[config.mk]
export PLATFORM = sky130hd
export DESIGN_NAME = spi_frame_master
export DESIGN_NICKNAME = d
export VERILOG_FILES = /design/src/rtl/spi_frame_master.sv
export SDC_FILE = /design/constraint.sdc
export NUM_CORES = 1
export LEC_CHECK = 0
export BUFFER_PORTS_ARGS = -buffer_cell sky130_fd_sc_hd__buf_4
export CAP_MARGIN = 20
export CORE_MARGIN = 2
export CORE_UTILIZATION = 66
export DETAILED_ROUTE_END_ITERATION = 12
export GPL_TIMING_DRIVEN = 0
export PLACE_DENSITY = 0.84
export SYNTH_ARGS = -nofsm -noshare
export SYNTH_HDL_FRONTEND = slang
export SYNTH_SLANG_ARGS = --single-unit
[constraint.sdc]
create_clock -name clk -period 6.7 [get_ports clk]
set_clock_uncertainty 0.2 [all_clocks]
set_input_delay 0.67 -clock clk [delete_from_list [all_inputs] [get_ports clk]]
set_output_delay 0.67 -clock clk [all_outputs]
set_load 0.01 [all_outputs]
[src/rtl/spi_frame_master.sv]
// SPI mode-0 frame master: streams len bytes from a TX buffer, captures into an RX buffer.
// Build option SPI_MASTER_LOOPBACK_EN samples the internal MOSI flop instead of the MISO pin.
module spi_frame_master #(
  parameter int DIV = 4,
  parameter int GAP = 2,
  parameter int NB  = 20
) (
  input  logic       clk,
  input  logic       rst,
  input  logic       start,
  input  logic [4:0] len,
  output logic       busy,
  output logic       done,
  input  logic       tx_we,
  input  logic [4:0] tx_addr,
  input  logic [7:0] tx_data,
  input  logic [4:0] rx_addr,
  output logic [7:0] rx_data,
  output logic       SCK,
  output logic       SSEL,
  output logic       MOSI,
  input  logic       MISO
);

  localparam logic [7:0] DIV_LAST = 8'(DIV - 1);
  localparam logic [7:0] GAP_LAST = 8'(GAP - 1);
  localparam logic [4:0] NB_MAX   = 5'(NB);

  typedef enum logic [2:0] {ST_IDLE, ST_SETUP, ST_HIGH, ST_LOW, ST_HOLD} state_t;

  state_t     r_state;
  logic       r_sck;
  logic       r_ssel;
  logic       r_mosi;
  logic       r_busy;
  logic       r_done;
  logic [7:0] r_div;
  logic [2:0] r_bit_cnt;
  logic [4:0] r_byte_cnt;
  logic [4:0] r_len;
  logic [7:0] r_tx_shift;
  logic [7:0] r_rx_shift;
  logic       r_rx_we;
  logic [4:0] r_rx_waddr;
  logic [7:0] r_rx_data;
  logic [7:0] r_tx_mem [NB];
  logic [7:0] r_rx_mem [NB];

  logic       w_tx_wr;
  logic       w_accept;
  logic       w_gap_phase;
  logic       w_div_last;
  logic       w_last_bit;
  logic       w_enter_high;
  logic       w_sample;
  logic [7:0] w_tx0;
  logic [7:0] w_tx_next;
  logic [4:0] w_next_addr;

  assign w_tx_wr  = tx_we && !r_busy && (tx_addr < NB_MAX);
  // A write to byte 0 in the accepting cycle must reach the wire immediately.
  assign w_tx0    = (w_tx_wr && (tx_addr == 5'd0)) ? tx_data : r_tx_mem[0];
  assign w_accept = start && (r_state == ST_IDLE) && (len != 5'd0) && (len <= NB_MAX);

  assign w_next_addr  = r_byte_cnt + 5'd1;
  assign w_tx_next    = (w_next_addr < r_len) ? r_tx_mem[w_next_addr] : 8'h00;
  assign w_gap_phase  = (r_state == ST_SETUP) || (r_state == ST_HOLD);
  assign w_div_last   = (r_div == (w_gap_phase ? GAP_LAST : DIV_LAST));
  assign w_last_bit   = (r_byte_cnt == r_len);
  assign w_enter_high = w_div_last &&
                        ((r_state == ST_SETUP) || ((r_state == ST_LOW) && !w_last_bit));

`ifdef SPI_MASTER_LOOPBACK_EN
  logic w_unused_miso;
  assign w_unused_miso = MISO;
  assign w_sample      = r_mosi;
`else
  assign w_sample      = MISO;
`endif

  always_ff @(posedge clk) begin
    if (rst) begin
      r_state    <= ST_IDLE;
      r_sck      <= 1'b0;
      r_ssel     <= 1'b1;
      r_mosi     <= 1'b0;
      r_busy     <= 1'b0;
      r_done     <= 1'b0;
      r_div      <= 8'd0;
      r_bit_cnt  <= 3'd0;
      r_byte_cnt <= 5'd0;
      r_len      <= 5'd0;
      r_tx_shift <= 8'h00;
    end else begin
      r_done <= 1'b0;
      case (r_state)
        ST_IDLE: begin
          r_div <= 8'd0;
          if (w_accept) begin
            r_state    <= ST_SETUP;
            r_ssel     <= 1'b0;
            r_busy     <= 1'b1;
            r_len      <= len;
            r_bit_cnt  <= 3'd0;
            r_byte_cnt <= 5'd0;
            r_tx_shift <= w_tx0;
            r_mosi     <= w_tx0[7];
          end
        end
        ST_SETUP: begin
          r_div <= w_div_last ? 8'd0 : r_div + 8'd1;
          if (w_div_last) begin
            r_state <= ST_HIGH;
            r_sck   <= 1'b1;
          end
        end
        ST_HIGH: begin
          r_div <= w_div_last ? 8'd0 : r_div + 8'd1;
          if (w_div_last) begin
            r_state <= ST_LOW;
            r_sck   <= 1'b0;
            if (r_bit_cnt == 3'd7) begin
              r_bit_cnt  <= 3'd0;
              r_byte_cnt <= w_next_addr;
              r_tx_shift <= w_tx_next;
              r_mosi     <= w_tx_next[7];
            end else begin
              r_bit_cnt  <= r_bit_cnt + 3'd1;
              r_tx_shift <= {r_tx_shift[6:0], 1'b0};
              r_mosi     <= r_tx_shift[6];
            end
          end
        end
        ST_LOW: begin
          r_div <= w_div_last ? 8'd0 : r_div + 8'd1;
          if (w_div_last) begin
            if (w_last_bit) begin
              r_state <= ST_HOLD;
            end else begin
              r_state <= ST_HIGH;
              r_sck   <= 1'b1;
            end
          end
        end
        ST_HOLD: begin
          r_div <= w_div_last ? 8'd0 : r_div + 8'd1;
          if (w_div_last) begin
            r_state    <= ST_IDLE;
            r_ssel     <= 1'b1;
            r_busy     <= 1'b0;
            r_done     <= 1'b1;
            r_mosi     <= 1'b0;
            r_byte_cnt <= 5'd0;
          end
        end
        default: r_state <= ST_IDLE;
      endcase
    end
  end

  // MISO is captured on the edge that raises SCK; a full byte is committed one cycle later.
  always_ff @(posedge clk) begin
    if (rst) begin
      r_rx_shift <= 8'h00;
      r_rx_we    <= 1'b0;
      r_rx_waddr <= 5'd0;
    end else begin
      r_rx_we <= 1'b0;
      if (w_enter_high) begin
        r_rx_shift <= {r_rx_shift[6:0], w_sample};
        if (r_bit_cnt == 3'd7) begin
          r_rx_we    <= 1'b1;
          r_rx_waddr <= r_byte_cnt;
        end
      end
    end
  end

  always_ff @(posedge clk) begin
    if (w_tx_wr) begin
      r_tx_mem[tx_addr] <= tx_data;
    end
  end

  // Not gated by rst, so a byte completing on the reset edge is still kept.
  always_ff @(posedge clk) begin
    if (r_rx_we) begin
      r_rx_mem[r_rx_waddr] <= r_rx_shift;
    end
    r_rx_data <= (rx_addr < NB_MAX) ? r_rx_mem[rx_addr] : 8'h00;
  end

  assign busy    = r_busy;
  assign done    = r_done;
  assign rx_data = r_rx_data;
  assign SCK     = r_sck;
  assign SSEL    = r_ssel;
  assign MOSI    = r_mosi;

endmodule

# Word-level counts from Yosys, hierarchy flattened
# Memory sizes are Yosys's and may differ from the RTL's. A register that Yosys moved wholly into a read port is not among the register bits.
# Index checks and enable logic that the tools add are counted.
[totals]
inputBits = 28
romBits = 0
word_cells = 115
memories = 2
latchBits = 0
ram_bits = 320
regBits = 50
[mem_list]
columns = ["name", "words", "width", "read_ports", "rd_ports_with_merged_regs", "wr", "line", "text"]
rows = [
  ["r_rx_mem", 20, 8, 1, 1, 1, "47", "logic [7:0] r_rx_mem [NB];"],
  ["r_tx_mem", 20, 8, 2, 0, 1, "46", "logic [7:0] r_tx_mem [NB];"],
]
[classes]
div = 0
multipliers = 0
shifts = 0
n_addsub = 3
n_bitwise = 2
order_cmp = 4
n_reduce_logical = 32
n_eq_ne = 14
mux = 44
[ops]
columns = ["cell", "count"]
rows = [
  ["3-bit 2-to-1 mux", 9],
  ["8-bit 2-to-1 mux", 3],
  ["7-bit 2-to-1 mux", 3],
  ["5-bit 2-to-1 mux", 4],
  ["8-bit case mux with 2 select lines", 1],
  ["1-bit 2-to-1 mux", 15],
  ["3-bit case mux with 5 select lines", 1],
  ["5-bit case mux with 3 select lines", 1],
  ["5-bit AND reduction", 3],
  ["2-bit inequality test (second input constant)", 7],
  ["7-bit case mux with 2 select lines", 1],
  ["5-bit < comparator (second input constant)", 2],
  ["8-bit by 1-bit adder with 8-bit output (second input constant)", 1],
  ["8-bit by 2-bit equality test with 1-bit output", 1],
  ["1-bit logical AND", 8],
  ["3-bit by 2-bit equality test with 1-bit output (second input constant)", 2],
  ["3-bit equality test (second input constant)", 2],
  ["1-bit case mux with 3 select lines", 2],
  ["3-bit case mux with 2 select lines", 1],
  ["3-bit AND reduction", 2],
  ["2-bit nonzero test", 3],
  ["3-bit nonzero test", 2],
  ["5-bit by 1-bit adder with 5-bit output (second input constant)", 1],
  ["5-bit equality test", 1],
  ["16 further kinds", 23],
]

# Depth between registers and ports, before layout
[depth]
word_depth = 7
mapped_depth = 12

# Worst setup path after synthesis
# Ideal clock, no wire load.
[synth_timing]
path_kind = "reg2reg"
startpoint = "reg r_byte_cnt[1]"
endpoint = "reg r_tx_shift[1]"
arrival_time_ns = 2.514
required_time_ns = 6.409
path_buffers = 2
synth_period_minus_slack_ns = 2.805
setup_slack_ns = 3.895
setup_time_ns = 0.091
path_stages_with_launch = 13
cell_sequence = "dfxtp_1 -> ha_1 -> xnor2_1 -> inv_2 -> buf_2 -> buf_2 -> ha_1 -> o211a_1 -> o31ai_1 -> nand3_1 -> o22ai_1 -> a211oi_1 -> a311oi_1"
[synth_between]
elab_chain_cells = 6
elab_cells_between_ends = 7
[synth_rtl]
columns = ["element", "line", "text"]
rows = [
  ["start, declared", "39", "logic [4:0] r_byte_cnt;"],
  ["start signal, assigned", "124", "r_byte_cnt <= w_next_addr;"],
  ["5-bit by 1-bit adder with 5-bit output (*)", "65", "assign w_next_addr = r_byte_cnt + 5'd1;"],
  ["memory read 20 x 8 bit / 5-bit < comparator (equally long branches)", "n/a", ""],
  ["8-bit 2-to-1 mux (*)", "66", "assign w_tx_next = (w_next_addr < r_len) ? r_tx_mem[w_next_addr] : 8'h00;"],
  ["7-bit 2-to-1 mux (*)", "122", "if (r_bit_cnt == 3'd7) begin"],
  ["7-bit 2-to-1 mux (*)", "119", "if (w_div_last) begin"],
  ["7-bit case mux with 2 select lines (*)", "96", "case (r_state)"],
  ["end signal, assigned", "106", "r_tx_shift <= w_tx0;"],
  ["end signal, assigned", "125", "r_tx_shift <= w_tx_next;"],
  ["end signal, assigned", "129", "r_tx_shift <= {r_tx_shift[6:0], 1'b0};"],
  ["end, declared", "41", "logic [7:0] r_tx_shift;"],
]
# Every way passes the cells marked *; elsewhere a longest branch is shown, timed or not. The select of a mux whose other input is x is not followed.
# A chain may end at the register's enable or synchronous reset.

# Final worst setup path
# Same ends and word-level chain as after synthesis.

==> impl_metrics.json <==
{
  "outcome": "finished, final reports clean",
  "cts_buffers": 38,
  "diodes": 0,
  "crit_fanout": 10,
  "drt_iter0_drc": 795,
  "power_density_nw_per_um2": 280,
  "num_rows": 55,
  "coreArea_um2": 22600,
  "start_kind": "flop",
  "async_reset_ff_frac": 0,
  "synth_edf_count": 320,
  "p_sw_frac": 0.203,
  "hpwlAfterDp_mm": 20.5,
  "globalRouteTotalUtil": 0.284,
  "hold_slack_ns": 0.181,
  "vias_per_cell": 6.50,
  "synth_top_family_by_area": "multiplexers",
  "grt_use_met3": 0.0533,
  "crit_type": "flop to flop",
  "vias": 8761,
  "drive_gt1_frac": 0.189,
  "fin_nets": 1071,
  "synth_mux_area_frac": 0.123,
  "synth_area_per_cell_um2": 15.9,
  "synth.net_count": 995,
  "internal_power_w": 0.00381,
  "portBuffers": 36,
  "rsz0062_at_grt": "false",
  "synthSimpleGateAreaFrac": 0.0914,
  "drtAntennaViolNets": 0,
  "drt-pass1-iter-count": 5,
  "gp_congestion": 0.858,
  "ys_seq_area_frac": 0.707,
  "synth_cells": 958,
  "peakVddDrop_mv": 0.259,
  "start_util": 0.673,
  "p_leak_nw": 5.66,
  "critPathArrivalTime_ns": 3.91,
  "synth.ff_latch_count": 378,
  "finalSetupViolCount": 0,
  "ctsHoldBuffers": 0,
  "die_h_um": 156,
  "wire_per_inst_um": 24.7,
  "fmax_mhz": 273,
  "grt-busiest-layer": "met2",
  "grt_first_pass_wirelength_mm": 50.9,
  "finalSetupTns_ns": 0,
  "die-area_um2": 24300,
  "period_needed_ns": 3.67,
  "dp_slack_ns": 3.10,
  "switchingPower_w": 0.000971,
  "grt_max_degree": 23,
  "fin_util": 0.754,
  "yosys.area.top_type_share": 0.631,
  "synth_area_leader_cell": "edfxtp_1",
  "seq_power_share": 0.535,
  "multi_input_comb_area_um2": 4150,
  "overflow": 0,
  "cts.sinks": 378,
  "grt_antenna_before_repair": 0,
  "pwr-share-comb": 0.036,
  "grt_use_met2": 0.495,
  "synth-xor-area-share": 0.00912,
  "clock_latency_ns": 0.53,
  "synth_cell_type_count": 58,
  "pin_count": 41,
  "yosysWarningCount": 0,
  "clock_power_share": 0.429,
  "cts-root-buf": "clkbuf_16",
  "synth_ff_type": "edfxtp_1",
  "synth-adder-area-share": 0.00805,
  "final.setup.worst_slack_ns": 3.03,
  "htree_levels": 2,
  "max-slew-margin-rel": 0.342,
  "path_clk_slew_ns": 0.06,
  "end_kind": "flop",
  "wl_mm": 33.3,
  "drc": 0,
  "hold_path.class": "input pin to flop",
  "cts_tree": "done",
  "yosys-top-cells-area": "edfxtp_1, mux4_2, dfxtp_1",
  "slew_violations": 0,
  "first_global_vias": 8900,
  "tightest_slew_ns": 0.983,
  "postCtsSetupRepairBufs": 0,
  "gr-usage-met1": 0.357,
  "finalCritPeriodShare": 0.548,
  "dieWidth_um": 156,
  "synth_compound_area_frac": 0.0408,
  "fillers": 1277,
  "cap_violations": 0,
  "syn-cell-area_um2": 15200,
  "cts.repair.resized": 0,
  "final_design_area_no_fill_um2": 17100,
  "finalHoldViolCount": 0,
  "seqCellArea_um2": 10800,
  "worstPathRequired_ns": 6.94,
  "area_growth_syn_to_layout_pct": 12.1,
  "dpl_cell_area_um2": 15900,
  "clk_path_buf_depth": 3
}
[synth_stat cells, types with 3 or more instances]
| cell | count |
|---|---|
| a211oi_1 | 9 |
| mux2i_1 | 24 |
| mux4_2 | 72 |
| nand2b_1 | 8 |
| nand4b_1 | 7 |
| o22ai_1 | 7 |
| xor2_1 | 8 |
| buf_2 | 21 |
| dfxtp_1 | 58 |
| o21ai_0 | 7 |
| a311oi_1 | 6 |
| nand3_1 | 36 |
| buf_4 | 3 |
| a31oi_1 | 7 |
| or3b_2 | 3 |
| buf_1 | 3 |
| nor2_1 | 94 |
| nand3b_1 | 7 |
| a22oi_1 | 4 |
| nor3_1 | 6 |
| nor3b_1 | 5 |
| o2bb2ai_1 | 5 |
| a21oi_1 | 25 |
| nor2b_1 | 7 |
| and3_1 | 10 |
| inv_1 | 24 |
| xnor2_1 | 6 |
| nand4_1 | 4 |
| ha_1 | 9 |
| or3_1 | 4 |
| nand2_1 | 92 |
| o21ai_1 | 9 |
| clkbuf_1 | 18 |
| edfxtp_1 | 320 |
| o31ai_1 | 3 |
[layout by cell type (no fill, tap or decap), types with 4 or more instances in the layout]
master,n
clkbuf_1,26
clkbuf_16,38
a311oi_1,6
o2bb2ai_1,5
a22oi_1,4
buf_2,21
nand3_1,36
nor3b_1,5
or3_1,4
ha_1,9
xor2_1,8
mux4_2,72
o22ai_1,7
buf_4,39
a21oi_1,25
and3_1,10
nor2_1,94
nand3b_1,7
a31oi_1,7
xnor2_1,6
mux2i_1,24
nor3_1,6
clkinv_2,5
edfxtp_1,320
nand2b_1,8
clkinv_1,6
nand4b_1,7
nor2b_1,7
nand2_1,92
a211oi_1,9
o21ai_0,7
o21ai_1,9
inv_1,24
nand4_1,4
dfxtp_1,58
[per-layer routing]
layer  vias to the layer above  wire length, um
met3                        91             2240
met4                         0             1260
met1                      4410            12700
met5                         -                0
li1                       3840                -
met2                       420            17100
[cells by family after synthesis]
logic type / count (synthesis)
adders and majority gates: 10
buffers and inverters: 71
DFF: 378
muxes: 97
and+or+nand+nor: 294
AOI/OAI and AO/OA: 93
xor gates and xnor gates: 15
[final cells by class]
cell class,instances,share of cell area
clock inverters,21,0.0119
plain buffers,46,0.0128
clock buffers,48,0.0591
multi-input cells,509,0.243
repair buffers,36,0.0158
well taps,285,0.0209
flip-flops and latches,378,0.631
inverters,25,0.00550
[state kept, by name, summed over array words and instances, names as in the netlist, 3 cells and up]
register    cells
r_div           8
r_byte_cnt      5
r_rx_shift      8
rx_data         8
r_tx_shift      7
r_state         3
r_rx_waddr      5
r_rx_mem      160
r_tx_mem      160
r_len           5
r_bit_cnt       3
[worst max-delay path: stages, from the launching register on]
cell      delay [ns]
dfxtp_1         0.45
ha_1            0.27
xnor2_1         0.15
inv_2           0.13
buf_2           0.26
buf_2           0.30
ha_1            0.28
o211a_1         0.22
o31ai_1         0.10
nand3_1         0.49
o22ai_1         0.38
a211oi_1        0.08
a311oi_1        0.25
[power groups by stage]
stage | sequential, W | clock (W) | combinational [W]
detailed placement | 0.00261 | 0 | 0.000169
floorplan | 0.00261 | 0 | 0.0000970
CTS | 0.00256 | 0.00206 | 0.000171
global placement | 0.00261 | 0 | 0.000163
global route | 0.00256 | 0.00215 | 0.000185
finish | 0.00256 | 0.00205 | 0.000171
[metrics by stage]
stage	cells	power (W)
5_1_grt	1348	0.00490
4_1_cts	1348	0.00479
6_report	1348	0.00478
3_5_place_dp	1279	0.00278
3_3_place_gp	1279	0.00277
2_1_floorplan	958	0.00271
[path summary, 6_finish.rpt]
| path | from | end | slack (ns) | cells after the start |
|---|---|---|---|---|
| setup reg to reg | r_byte_cnt[1] | r_tx_shift[1] | 3.03 | 12 |
| hold reg to reg | r_bit_cnt[1] | r_bit_cnt[1] | 0.31 | 2 |
| setup / recovery | r_byte_cnt[1] | r_tx_shift[1] | 3.03 | 12 |
| hold / removal | rx_addr[4] | rx_data[1] | 0.18 | 2 |
(Power assumes the default switching activity.)
